### src/rtl/mix_pkg.sv
// Shared types and helpers for the mix_scheduler slice.
// saturate() is only referenced when MIX_SATURATE_EN is defined.
package mix_pkg;

  typedef enum logic [2:0] {
    ST_IDLE  = 3'd0,
    ST_LATCH = 3'd1,
    ST_MUL   = 3'd2,
    ST_DRAIN = 3'd3,
    ST_OUT   = 3'd4
  } mix_state_t;

  function automatic int gain_unity(input int bitsize);
    return 1 << (bitsize - 2);
  endfunction

  // Wide enough that summing CHANNELS full-scale terms cannot overflow.
  function automatic int acc_width(input int bitsize, input int channels);
    return bitsize + 2 + $clog2(channels);
  endfunction

  function automatic logic signed [63:0] saturate(input logic signed [63:0] v,
                                                  input int bitsize);
    logic signed [63:0] hi;
    logic signed [63:0] lo;
    hi = (64'sd1 <<< (bitsize - 1)) - 64'sd1;
    lo = -(64'sd1 <<< (bitsize - 1));
    if (v > hi) return hi;
    if (v < lo) return lo;
    return v;
  endfunction

endpackage

### src/rtl/mix_mac.sv
// Registered signed BITSIZE x BITSIZE multiplier with Q1.(BITSIZE-2) scaling.
// One cycle from operands to term; sized to fit a single SB_MAC16.
module mix_mac #(
  parameter int BITSIZE = 16
) (
  input  logic                      clk,
  input  logic                      rstn,
  input  logic                      en,
  input  logic signed [BITSIZE-1:0] a,
  input  logic signed [BITSIZE-1:0] b,
  output logic signed [BITSIZE+1:0] term
);
  localparam int TW = BITSIZE + 2;

  logic signed [2*BITSIZE-1:0] prod_q;

  always_ff @(posedge clk) begin
    if (!rstn) begin
      prod_q <= '0;
    end else if (en) begin
      prod_q <= a * b;
    end
  end

  assign term = TW'(prod_q >>> (BITSIZE - 2));

endmodule

### src/rtl/mix_scheduler.sv
// Frame-synchronous gain mixer sharing one multiplier across CHANNELS inputs.
// Define MIX_SATURATE_EN to clamp the mix instead of wrapping it.
module mix_scheduler
  import mix_pkg::*;
#(
  parameter int BITSIZE  = 16,
  parameter int CHANNELS = 4
) (
  input  logic                          bclk,
  input  logic                          rstn,
  input  logic                          lrclk,
  input  logic [CHANNELS*BITSIZE-1:0]   in_bus,
  input  logic                          gain_wr_valid,
  output logic                          gain_wr_ready,
  input  logic [$clog2(CHANNELS)-1:0]   gain_wr_addr,
  input  logic [BITSIZE-1:0]            gain_wr_data,
  output logic [BITSIZE-1:0]            out,
  output logic                          out_valid,
  output logic                          busy,
  output logic                          overrun
);
  localparam int IW = $clog2(CHANNELS);
  localparam int TW = BITSIZE + 2;
  localparam int AW = acc_width(BITSIZE, CHANNELS);

  mix_state_t                  state;
  logic                        lrclk_q;
  logic                        frame_edge;
  logic [IW-1:0]               idx;
  logic [CHANNELS*BITSIZE-1:0] smp_q;
  logic signed [BITSIZE-1:0]   gain_sh  [CHANNELS];
  logic signed [BITSIZE-1:0]   gain_act [CHANNELS];
  logic signed [AW-1:0]        acc;
  logic signed [AW-1:0]        term_ext;
  logic signed [BITSIZE-1:0]   mac_a;
  logic signed [BITSIZE-1:0]   mac_b;
  logic signed [TW-1:0]        term;
  logic [BITSIZE-1:0]          mix_final;

  assign frame_edge    = lrclk & ~lrclk_q;
  assign busy          = (state != ST_IDLE);
  assign gain_wr_ready = (state != ST_LATCH);
  assign mac_a         = smp_q[idx*BITSIZE +: BITSIZE];
  assign mac_b         = gain_act[idx];
  assign term_ext      = {{(AW-TW){term[TW-1]}}, term};

`ifdef MIX_SATURATE_EN
  assign mix_final = BITSIZE'(saturate(64'(acc), BITSIZE));
`else
  assign mix_final = acc[BITSIZE-1:0];
`endif

  mix_mac #(.BITSIZE(BITSIZE)) u_mac (
    .clk  (bclk),
    .rstn (rstn),
    .en   (state == ST_MUL),
    .a    (mac_a),
    .b    (mac_b),
    .term (term)
  );

  // Shadow gains are writable in every state except LATCH, where they are copied.
  always_ff @(posedge bclk) begin
    if (!rstn) begin
      for (int unsigned k = 0; k < CHANNELS; k++) gain_sh[k] <= '0;
    end else if (gain_wr_valid && gain_wr_ready) begin
      gain_sh[gain_wr_addr] <= gain_wr_data;
    end
  end

  always_ff @(posedge bclk) begin
    if (!rstn) begin
      state     <= ST_IDLE;
      lrclk_q   <= 1'b0;
      idx       <= '0;
      smp_q     <= '0;
      acc       <= '0;
      out       <= '0;
      out_valid <= 1'b0;
      overrun   <= 1'b0;
      for (int unsigned k = 0; k < CHANNELS; k++) gain_act[k] <= '0;
    end else begin
      lrclk_q   <= lrclk;
      out_valid <= 1'b0;
      overrun   <= frame_edge && (state != ST_IDLE);
      case (state)
        ST_IDLE: begin
          if (frame_edge) state <= ST_LATCH;
        end
        ST_LATCH: begin
          smp_q <= in_bus;
          for (int unsigned k = 0; k < CHANNELS; k++) gain_act[k] <= gain_sh[k];
          acc   <= '0;
          idx   <= '0;
          state <= ST_MUL;
        end
        ST_MUL: begin
          // The multiplier output lags by one cycle, so the first MUL has nothing to add.
          if (idx != '0) acc <= acc + term_ext;
          idx <= idx + 1'b1;
          if (idx == IW'(CHANNELS - 1)) state <= ST_DRAIN;
        end
        ST_DRAIN: begin
          acc   <= acc + term_ext;
          state <= ST_OUT;
        end
        ST_OUT: begin
          out       <= mix_final;
          out_valid <= 1'b1;
          state     <= ST_IDLE;
        end
        default: state <= ST_IDLE;
      endcase
    end
  end

endmodule

### config.mk
export PLATFORM = sky130hd
export DESIGN_NAME = mix_scheduler
export DESIGN_NICKNAME = d
export VERILOG_FILES = /design/src/rtl/mix_pkg.sv /design/src/rtl/mix_mac.sv /design/src/rtl/mix_scheduler.sv
export SDC_FILE = /design/constraint.sdc
export NUM_CORES = 1
export LEC_CHECK = 0
export ABC_AREA = 1
export BUFFER_PORTS_ARGS = -buffer_cell sky130_fd_sc_hd__buf_2
export CORE_MARGIN = 4
export CORE_UTILIZATION = 59
export CTS_BUF_LIST = sky130_fd_sc_hd__clkbuf_8
export CTS_CLUSTER_SIZE = 24
export DETAILED_ROUTE_END_ITERATION = 10
export PLACE_DENSITY = 0.77
export REMOVE_ABC_BUFFERS = 1
export SLEW_MARGIN = 40
export SYNTH_ARGS = -nofsm -noshare
export SYNTH_HDL_FRONTEND = slang
export SYNTH_SLANG_ARGS = --single-unit
### constraint.sdc
create_clock -name bclk -period 13.9 [get_ports bclk]
set_input_delay 2.78 -clock bclk [delete_from_list [all_inputs] [get_ports bclk]]
set_output_delay 2.78 -clock bclk [all_outputs]
set_load 0.01 [all_outputs]
# Yosys cells after proc, flatten, opt, wreduce, memory -nomap -nowiden
# Memory sizes are Yosys's and may differ from the RTL's. A register that Yosys moved wholly into a read port is not among the register bits.
# Index checks and enable logic that the tools add are counted.
totals:
  register_bits: 140
  ramBits: 128
  inputBits: 86
  output_inout_bits: 20
  elab_cells: 63
  memories: 2
classes:
  add_sub_neg: 2
  multipliers: 1
  eq_ne: 9
  shift: 1
  mux: 23
  bitwise_logic: 6
  reduce_logical: 10
mem_list:
  columns: ["name", "depth", "width", "rd", "rd_ports_with_merged_regs", "write_ports", "line_no", "rtl"]
  rows:
  - ["gain_act", 4, 16, 1, 1, 4, "mix_scheduler.sv:32", "logic signed [BITSIZE-1:0] gain_act [CHANNELS];"]
  - ["gain_sh", 4, 16, 4, 0, 4, "mix_scheduler.sv:31", "logic signed [BITSIZE-1:0] gain_sh [CHANNELS];"]
op_table:
  columns: ["op", "n"]
  rows:
  - ["16-bit two-way mux", 5]
  - ["64-bit by 7-bit indexed part select with 16-bit output", 1]
  - ["20-bit one-hot mux with 3 select lines", 1]
  - ["16-bit by 16-bit multiplier with 32-bit output", 1]
  - ["20-bit by 18-bit adder with 20-bit output", 1]
  - ["20-bit two-way mux", 1]
  - ["16-bit OR reduction", 1]
  - ["3-bit one-hot mux with 4 select lines", 1]
  - ["1-bit two-way mux", 9]
  - ["3-bit by 2-bit equality test with 1-bit output (second input constant)", 2]
  - ["2-bit two-way mux", 3]
  - ["3-bit two-way mux", 2]
  - ["2-bit != test (second input constant)", 3]
  - ["3-bit nonzero test", 2]
  - ["1-bit bitwise OR", 4]
  - ["2-bit one-hot mux with 2 select lines", 1]
  - ["2-bit AND reduction", 2]
  - ["2-bit nonzero test", 2]
  - ["3-bit by 1-bit equality test with 1-bit output (second input constant)", 1]
  - ["3-bit equality test (second input constant)", 1]
  - ["3-bit logical NOT", 1]
  - ["3-bit by 1-bit != test with 1-bit output (second input constant)", 1]
  - ["2-bit by 1-bit adder with 2-bit output (second input constant)", 1]
  - ["2-bit equality test (second input constant)", 1]
  - ["other kinds (3)", 4]

# Logic depth before layout (Yosys ltp)
# Gate-level depths: netlist of the first run.
depth:
  word_depth: 7
  ltp_mapped: 36
  ltp_nobuf: 33

# By module
# From an unflattened synthesis of the first run, not the netlist that was laid out.
hier_totals:
  hier_cells: 2748
  hier_area_um2: 21541.9
modules_own_cells:
  columns: ["mod", "n_inst", "cells_per_inst", "area_each_um2"]
  rows:
  - ["mix_mac", 1, 1565, 11362.1]
  - ["mix_scheduler", 1, 1183, 10179.8]

# Worst setup path after synthesis of the first run
# No wires, ideal clock.
synth_timing:
  path_type: "reg2reg"
  from: "reg idx[1]"
  to: "reg u_mac.prod_q[27]"
  setup_time_ns: 0.117
  arrival_time_ns: 5.891
  required_ns: 13.783
  path_slack_ns: 7.892
  stages_incl_launch_ff: 28
  period_less_slack_ns: 6.008
  cell_sequence: "dfxtp_1 -> inv_2 -> buf_6 -> a21oi_1 -> o21ai_0 -> nand2_1 -> clkinv_1 -> nor2_1 -> inv_1 -> fa_1 -> fa_1 -> inv_1 -> fa_1 -> fa_1 -> fa_1 -> fa_1 -> ha_1 -> nand2_1 -> nor2_1 -> nand2_1 -> nor4_1 -> nand2_1 -> nand2_1 -> nand2_1 -> nand3_1 -> nand2_1 -> nor2_1 -> nor2_1"
synth_via:
  elab_chain_len: 2
synth_rtl:
  columns: ["item", "line_no", "rtl"]
  rows:
  - ["from (decl)", "mix_scheduler.sv:29", "logic [IW-1:0] idx;"]
  - ["from (signal assigned)", "mix_scheduler.sv:100", "idx <= idx + 1'b1;"]
  - ["64-bit by 7-bit indexed part select with 16-bit output", "mix_scheduler.sv:43", "assign mac_a = smp_q[idx*BITSIZE +: BITSIZE];"]
  - ["16-bit by 16-bit multiplier with 32-bit output", "mix_mac.sv:21", "prod_q <= a * b;"]
  - ["to (signal assigned)", "mix_mac.sv:21", null]
  - ["to (decl)", "mix_mac.sv:15", "logic signed [2*BITSIZE-1:0] prod_q;"]
# No other way between the ends.
# A chain may end at the register's enable or synchronous reset.

# Worst setup path in the final report of the first run
layout_timing:
  from: "reg idx[0]"
  to: "reg u_mac.prod_q[15]"
# The elaborated chain is that of the path after synthesis.

==> impl_metrics.ini, run 1 <==
[yosys]
yosys.area_share.simple_pct = 19.01
synthMuxAreaShare_pct = 0
synth.yosys.warnings = 0
dominant_combinational_cell_family_by_area_after_synthesis = adder cells
synth-main-ff-cell = edfxtp_1
syn-mean-instance-area_sq_um = 8.362
synthDominantAreaCellType = fa_1
synth_adder_area_share_pct = 30.16
share_of_the_synthesized_area_in_the_top_cell_type_pct = 24.43
proportion_of_register_bits_with_asynchronous_set_or_reset_after_synthesis_pct = 0
synth_compound_area_share_pct = 7.506
synthXorXnorAreaFrac_pct = 0.8190
netlist_area_sq_mm = 0.02032
count_of_flip_flops_with_a_built_in_enable_after_synthesis = 128
post_synth_num_cell_types = 46
synth_area_leaders = fa_1, edfxtp_1, dfxtp_1
synthCells = 2430
flip_flop_and_latch_count_after_synthesis = 250
synth_seq_area_share_pct = 30.94

[clocking]
worst_skew_pair.late_latency_ns = 0.57
cts.path.max_buffers = 3
ctsRootBufferMaster = clkbuf_8
cts.hold.buffers_added = 0
ctsHtreeMaxLevel = 2
cts_sinks = 250
cts-buffers-inserted = 41
cts_resized = 0
tritoncts = done
post-cts-setup-buffers = 0
clk_pin_slew_ns = 0.06

[final_layout]
layout-drive-gt1-share_pct = 9.305
antenna_cells = 0
layout.core_utilization_pct = 65.26
layout.nets = 2941
flow.area_growth_from_synthesis_pct = 8.510
final.fill_count = 2812

[timing]
relSlewSlack_pct = 43.70
tightestPinTransition_ns = 0.8445
fin_crit_ns = 7.505
final.hold.worst_slack_ns = 0.4265
final_cycle_share_pct = 53.99
timing.fmax_mhz = 133.2
setup_violations = 0
final-hold-violation-count = 0
report.final.slew_viol_count = 0
setup-tns-final_ns = 0
clock_skew_ns = 0.02204
grt_setup_unrepaired = false

[setup_path]
worst-path-max-fanout = 48
endpoint_arrival_time_on_the_critical_path_ns = 8.00
worst-setup-path-type = reg -> reg
type_of_origin_of_the_critical_path = flip-flop
crit_family = adder cells
r2r_slack_ns = 6.40
endpoint_kind = flip-flop
cp.buffers_inverters = 8
worstPathRequired_ns = 14.40
slowest_stage = a32oi_2
critical_path_s_most_frequent_cell = inv_1
critical-path-max-stage-delay_ns = 0.62

[power_and_ir_drop]
vdd.ir_drop.worst_mv = 0.1602
p_leak_nw = 10.59
p_per_area_mw_per_mm2 = 167.4

[min_path]
timing.hold.worst.class = reg -> reg

[route]
dr_wl_met3_microns = 4002
detailedRoute.firstPassIterationCount = 6
detail_route.drc_violations = 0
initialDrtViolationCount = 1458
detail-route-antenna-nets = 0
highest-signal-layer = met4
routed_wirelength_microns = 50490
wire_per_inst_microns = 16.86
number_of_vias_per_cell_after_detailed_routing = 5.421
met2_length_microns = 24240
vias = 16235
routedLengthMet1_microns = 19970

[placement]
gp_congestion = 0.9853
port-buffer-count = 105
hpwl_microns = 38470

[global_route]
grt_remaining_overflow = 0
grt_max_degree = 77
grt_pass1_vias = 16825
number_of_antenna_violations_at_the_first_check_in_global_routing = 0
globalRouteTotalUtil_pct = 27.35
global_route_wire_length_before_repair_microns = 83540

[floorplan]
die_area_sq_mm = 0.03747
die_y_microns = 193.6
num_ports = 106
die_width_microns = 193.6
fp-row-count = 67
core_region_area_sq_mm = 0.03378
start_util_pct = 60.15

[outcome]
run_status = finished, final reports clean

[run]
maxCapViolations = 0
## path summary, 6_finish.rpt
check | startpoint | to | depth (start not counted)
max | idx[0] | u_mac.prod_q[15] | 26
min | lrclk_q | overrun | 1
max reg2reg | idx[0] | u_mac.prod_q[15] | 26
min reg2reg | lrclk_q | overrun | 1
## synth_stat cells, types with 8 or more instances
cell type,number
buf_2,27
clkbuf_1,44
xnor2_1,8
edfxtp_1,128
nand2_2,12
a32oi_1,14
xor2_1,11
inv_1,507
a21oi_1,133
nor3_1,13
nor2_1,369
nand3_1,68
o21ai_0,66
nand2_1,469
fa_1,248
a32oi_2,9
ha_1,93
dfxtp_1,122
## metrics by stage
stage	setup WS (ns)	std cells	power [mW]	area [sq um]
6_report	6.395	2995	3.691	22050
5_1_grt	5.704	2995	4.040	22050
4_1_cts	6.425	2995	3.680	22040
3_5_place_dp	6.478	2919	3.019	21190
3_3_place_gp	6.508	2919	2.966	21170
2_1_floorplan	6.793	2347	2.446	19920
## report_power, final
group	total (mW)	internal [mW]	switching, mW
combinational	2.14	0.747	1.40
sequential	0.896	0.860	0.0359
clock	0.652	0.355	0.297
total	3.69	1.96	1.73
## state kept, by name (all words and copies together) (netlist names), named ones only
register      cells
acc              16
u_mac.prod_q     16
state             3
out_valid         1
smp_q            64
lrclk_q           1
idx               2
gain_sh          64
gain_act         64
overrun           1
out              16
## routing by layer
layer / track usage, % / vias to the layer above
met3: 4.627 / 155
met4: 11.28 / 0
met5: 0 / -
li1: - / 7580
met2: 45.55 / 684
met1: 35.84 / 7816
## area by class of cell
type                    count  area [sq um]  share of cell area, %
multi-input cells        1578         11720                  53.17
flip-flops and latches    250          6286                  28.51
inverters                 519          1953                  8.858
clock buffers              51         701.9                  3.184
repair buffers            124         671.9                  3.047
well taps                 448         560.5                  2.542
clock inverters            25         152.6                 0.6923
## cells in the final DEF (no fill, tap or decap), types with 5 or more instances in the layout
cell and count:
a21oi_1 133, nor4_1 5, clkinv_1 5, ha_1 93, or2_2 5, nand3_1 68, xnor2_1 8, buf_2 105
nand2_1 465, nand2_2 15, inv_2 6, inv_1 522, a31oi_1 5, edfxtp_1 128, o21ai_0 66, fa_1 248
a32oi_2 11, nor3_1 13, nor2_1 367, a32oi_1 12, xor2_1 11, clkbuf_8 51, dfxtp_1 122, nand3b_1 5
o21a_1 6, buf_4 18, clkinv_2 5
## cells by family (layout without fill, tap and decap cells)
family,count (synthesis),count (layout)
and+or+nand+nor,960,960
buffers and inverters,602,719
adders and majority gates,341,341
AOI/OAI and AO/OA,258,258
DFF,250,250
xor gates and xnor gates,19,19
No activity file was read; power rests on OpenSTA's default activity.
==> inputs of run 2 (changes only) <==
Clock period 13.9 ns to 7.6 ns, I/O delays scaled along.
==> run 2 against run 1 <==
  * Global-route usage rose by 0.23 points
  * Cell count rose by 0.40%
  * Largest cell class unchanged
  * Clock-buffer cell count is 6 lower
  * Utilization increased by 0.17 points
  * Fmax is 4.0% higher
  * Critical path type unchanged
  * Combinational power increased by 83%
  * Clock skew grew 0.019 ns
  * Die area did not move
  * Worst hold slack worse by 0.012 ns
  * Total power is 83% higher
  * Non-clock buffer count rose by 12
  * Critical endpoint is now u_mac.prod_q[29]
==> impl_metrics.ini, run 2 (synthesis gave the netlist of run 1 again) <==
[outcome]
run_status = finished, final reports clean

[clocking]
cts_sinks = 250
tritoncts = done
ctsRootBufferMaster = clkbuf_8
cts-buffers-inserted = 41
cts.path.max_buffers = 3
cts.hold.buffers_added = 0
ctsHtreeMaxLevel = 2
clk_pin_slew_ns = 0.07
worst_skew_pair.late_latency_ns = 0.58

[route]
detail_route.drc_violations = 0
detail-route-antenna-nets = 0
detailedRoute.firstPassIterationCount = 6
initialDrtViolationCount = 1201
wire_per_inst_microns = 16.98
number_of_vias_per_cell_after_detailed_routing = 5.359
vias = 16116
routed_wirelength_microns = 51050

[floorplan]
start_util_pct = 60.15
die_width_microns = 193.6
core_region_area_sq_mm = 0.03378
fp-row-count = 67
die_y_microns = 193.6
num_ports = 106
die_area_sq_mm = 0.03747

[setup_path]
slowest_stage = a32oi_1
r2r_end = u_mac.prod_q[29]
type_of_origin_of_the_critical_path = flip-flop
critical_path_s_most_frequent_cell = inv_1
worst-path-max-fanout = 27
crit_family = adder cells
worst-setup-path-type = reg -> reg
endpoint_arrival_time_on_the_critical_path_ns = 7.66
endpoint_kind = flip-flop
r2r_slack_ns = 0.38
reg2regPathDepth = 27
cp.buffers_inverters = 8
critical-path-max-stage-delay_ns = 0.62
worstPathRequired_ns = 8.04

[final_layout]
multi_input_area_sq_mm = 0.01170
most-common-layout-cells = inv_1, nand2_1, nor2_1
antenna_cells = 0
sequential_cell_area_sq_mm = 0.006287
layout.nets = 2953
flow.area_growth_from_synthesis_pct = 8.787
layout-drive-gt1-share_pct = 9.340
final.fill_count = 2854
postLayoutCellArea_sq_mm = 0.02211
layout.core_utilization_pct = 65.43
layout.cells.most_common = inv_1
layout_top_registers = gain_act x64, gain_sh x64, smp_q x64

[global_route]
globalRouteTotalUtil_pct = 27.58
grt_remaining_overflow = 0
grt_pass1_vias = 16738
grt_max_degree = 81
grtUsageMet1_pct = 37.05
number_of_antenna_violations_at_the_first_check_in_global_routing = 0
met3_usage_pct = 4.366
global_route_wire_length_before_repair_microns = 84030
grt_use_met2_pct = 45.40
grt_busiest_layer = met2

[power_and_ir_drop]
vdd.ir_drop.worst_mv = 0.2934
power_frac_seq_pct = 24.5
part_of_the_total_power_dissipated_in_the_clock_network_pct = 17.5
p_per_area_mw_per_mm2 = 305.3
power.switching_mw = 3.164
power.share.switching_pct = 46.89
design_internal_power_mw = 3.584
p_comb_share_pct = 58.0
post-layout-total-power_mw = 6.749
p_leak_nw = 10.60

[timing]
timing.fmax_mhz = 138.5
fin_crit_ns = 7.219
final-hold-violation-count = 0
setup_violations = 0
clock_skew_ns = 0.04147
tightestPinTransition_ns = 0.8229
setup-tns-final_ns = 0
grt_setup_unrepaired = false
relSlewSlack_pct = 45.14
report.final.slew_viol_count = 0
final_cycle_share_pct = 94.98

[min_path]
timing.hold.worst.class = reg -> reg
timing.hold.worst_path_depth = 1
min-delay-start = lrclk_q
worstHoldEndpoint = overrun

[run]
maxCapViolations = 0

[placement]
hpwl_microns = 39940
dpl-instance-area_sq_mm = 0.02126
port-buffer-count = 105
gp_congestion = 1.006
==> run 2: changes by cell type in the layout (fill, tap and decap cells not counted), sizes merged <==
cell and change:
buf +12, bufinv +1, clkbuf -6, clkinv +11, clkinvlp +1, inv -7
==> run 2: how the worst max path moves through the flow <==
stage | start | endpoint | slack, ns | depth (start not counted)
global route | flip-flop | u_mac.prod_q[27] | 0.1 | 24
floorplan | idx[0] | u_mac.prod_q[27] | 0.49 | 26
detailed placement | flip-flop | u_mac.prod_q[29] | 0.47 | 26
global placement | flip-flop | u_mac.prod_q[29] | 0.54 | 26
CTS | flip-flop | u_mac.prod_q[29] | 0.39 | 26
finish | flip-flop | u_mac.prod_q[29] | 0.38 | 27
==> run 2: power groups by stage <==
stage / Sequential (mW) / Combinational, mW / Clock, mW
2_1_floorplan: 1.66 / 2.81 / 0
3_3_place_gp: 1.67 / 3.82 / 0
4_1_cts: 1.65 / 3.92 / 1.20
5_1_grt: 1.66 / 4.50 / 1.26
3_5_place_dp: 1.68 / 3.90 / 0
6_report: 1.65 / 3.92 / 1.18
==> run 2: layout make-up <==
type,count,area share (%)
clock buffer,45,2.802
clock inverter,31,0.9622
inverter,519,8.853
multi-input combinational,1578,52.94
sequential,250,28.44
tap,448,2.536
timing repair buffer,136,3.464
==> run 2: metal layers <==
metal,wire [microns],vias up
met5,0,-
met4,2012,0
met3,3451,122
met2,24360,611
met1,21220,7779
li1,-,7604
==> run 2: through the flow <==
step,worst slack (ns),instances,hold slack [ns]
after global routing,0.09830,3007,0.4279
after CTS,0.3932,3007,0.4186
after detailed placement,0.4674,2931,0.4085
after floorplan,0.4930,2347,0.3930
final,0.3815,3007,0.4141
after global placement,0.5403,2931,0.4051
==> run 2: repair_timing <==
action / CTS / global route
buffers inserted: 0 / 0
setup endpoints to repair: 0 / 11
resized for setup: 0 / 3
==> inputs of run 3 (changes only) <==
--- a/config.mk
+++ b/config.mk
@@ -10,3 +10,3 @@
 export CORE_MARGIN = 4
-export CORE_UTILIZATION = 59
+export CORE_UTILIZATION = 54
 export CTS_BUF_LIST = sky130_fd_sc_hd__clkbuf_8
@@ -14,3 +14,3 @@
 export DETAILED_ROUTE_END_ITERATION = 10
-export PLACE_DENSITY = 0.77
+export PLACE_DENSITY = 0.72
 export REMOVE_ABC_BUFFERS = 1
==> constraint.sdc (replaced) <==
create_clock -name bclk -period 7.6 [get_ports bclk]
set_input_delay 2.28 -clock bclk [delete_from_list [all_inputs] [get_ports bclk]]
set_output_delay 2.28 -clock bclk [all_outputs]
set_load 0.01 [all_outputs]
==> run 3 against run 2 <==
  * Cell count up 1.8%
  * Fmax up 2.7%
  * Clock power down 11%
  * Die area up 8.9%
  * First-iteration DRC count down 0.25%
  * Flip-flop and latch count unchanged
  * Sequential power about the same
  * Total power down 1.5%
  * Worst setup slack better by 0.19 ns
  * Register-to-register slack better by 0.19 ns
  * Worst hold slack better by 0.0047 ns
  * Largest cell class unchanged
  * Largest power group unchanged
==> impl_metrics.ini, run 3 (synthesis gave the netlist of run 1 again) <==
[outcome]
run_status = finished, final reports clean

[setup_path]
worst-path-max-fanout = 27
worstPathRequired_ns = 8.02
cp.buffers_inverters = 7
slowest_stage = fa_1
critical-path-max-stage-delay_ns = 0.54
endpoint_arrival_time_on_the_critical_path_ns = 7.45
endpoint_kind = flip-flop
type_of_origin_of_the_critical_path = flip-flop
worst-setup-path-type = reg -> reg
crit_family = adder cells

[route]
detail_route.drc_violations = 0
number_of_vias_per_cell_after_detailed_routing = 5.178
initialDrtViolationCount = 1198
detailedRoute.firstPassIterationCount = 5
wire_per_inst_microns = 16.55
routed_wirelength_microns = 50630
detail-route-antenna-nets = 0
vias = 15846

[final_layout]
sequential_cell_area_sq_mm = 0.006287
most-common-layout-cells = inv_1, nand2_1, nor2_1
final.fill_count = 3258
layout_top_registers = gain_act x64, gain_sh x64, smp_q x64
layout.cells.most_common = inv_1
antenna_cells = 0
postLayoutCellArea_sq_mm = 0.02207
instances_no_fill = 3060
multi_input_area_sq_mm = 0.01171
layout.core_utilization_pct = 59.86
layout.nets = 2951
layout-drive-gt1-share_pct = 9.116
flow.area_growth_from_synthesis_pct = 8.627

[placement]
port-buffer-count = 105
place_worst_setup_slack_ns = 0.4339
placed_cells_incl_taps = 2986
hpwl_microns = 39820
dpl-instance-area_sq_mm = 0.02133
gp_congestion = 0.9894

[timing]
final-hold-violation-count = 0
report.final.slew_viol_count = 0
tightestPinTransition_ns = 0.8564
setup-tns-final_ns = 0
grt_setup_unrepaired = false
setup_violations = 0
final.hold.worst_slack_ns = 0.4188
clock_skew_ns = 0.03206
relSlewSlack_pct = 42.91
timing.fmax_mhz = 142.3
fin_crit_ns = 7.026
final_cycle_share_pct = 92.45
layout_setup_ws_ns = 0.5738

[global_route]
globalRouteTotalUtil_pct = 25.29
number_of_antenna_violations_at_the_first_check_in_global_routing = 0
global_route_wire_length_before_repair_microns = 83430
grt_pass1_vias = 16397
grt_remaining_overflow = 0
grt_max_degree = 77

[floorplan]
die_width_microns = 202.0
start_util_pct = 55.11
fp-row-count = 70
core_region_area_sq_mm = 0.03687
num_ports = 106
die_area_sq_mm = 0.04080
die_y_microns = 202.0

[power_and_ir_drop]
p_leak_nw = 10.62
post-layout-total-power_mw = 6.650
p_per_area_mw_per_mm2 = 301.3
vdd.ir_drop.worst_mv = 0.3114

[clocking]
cts.hold.buffers_added = 0
cts_resized = 0
cts-buffers-inserted = 40
tritoncts = done
ctsHtreeMaxLevel = 2
worst_skew_pair.late_latency_ns = 0.56
clk_pin_slew_ns = 0.06
post-cts-setup-buffers = 0
cts.path.max_buffers = 3
ctsRootBufferMaster = clkbuf_8
cts_sinks = 250

[run]
maxCapViolations = 0

[min_path]
timing.hold.worst.class = reg -> reg
min-delay-start = lrclk_q
==> run 3: cell types whose count changed in the layout (fill, tap and decap cells not counted), sizes merged <==
cell	before	now
bufinv	2	0
clkinvlp	2	1
clkbuf	45	44
clkinv	21	7
buf	136	135
inv	525	541
==> run 3: path summary, 6_finish.rpt <==
check,cells after the start,endpoint,slack (ns)
max,27,u_mac.prod_q[25],0.57
min,1,overrun,0.42
max reg2reg,27,u_mac.prod_q[25],0.57
min reg2reg,1,overrun,0.42
==> run 3: layer usage <==
metal | share of wire, % | wire (microns) | vias up | track usage (%)
met5 | 0 | 0 | - | 0
met4 | 3.2 | 1625 | 0 | 8.643
met3 | 5.8 | 2936 | 93 | 3.257
met2 | 48 | 24420 | 490 | 42.48
met1 | 43 | 21650 | 7673 | 34.19
li1 | - | - | 7590 | -
==> run 3: area by class of cell <==
cell class	count	share of cell area, %
clock inverter	30	0.5895
inverter	519	8.866
sequential	250	28.48
timing repair buffer	135	3.430
clock buffer	44	2.744
multi-input combinational	1578	53.03
tap	504	2.857
==> run 3: worst register-to-register path: stages, from the launching register on <==
cell and delay [ns]:
dfxtp_1 0.36, inv_2 0.36, a21oi_1 0.08, a32oi_1 0.49
inv_1 0.41, nor2_1 0.22, fa_1 0.45, inv_1 0.09
fa_1 0.45, fa_1 0.52, inv_1 0.06, fa_1 0.45
fa_1 0.51, inv_1 0.05, fa_1 0.54, inv_1 0.06
ha_1 0.35, inv_1 0.07, o21ai_0 0.39, a21oi_1 0.17
o21ai_0 0.18, a21oi_1 0.06, nand2_1 0.17, nand2_1 0.11
nand3_1 0.09, nand2_1 0.05, nor2_1 0.09, nor2_1 0.05
==> run 3: where the power goes <==
group          total (mW)  leakage, nW  switching [mW]  internal (mW)
Combinational        3.95         7.81            2.56           1.39
Clock                1.05        0.472           0.515          0.535
Sequential           1.65         2.33          0.0758           1.57
Total                6.65         10.6            3.15           3.50
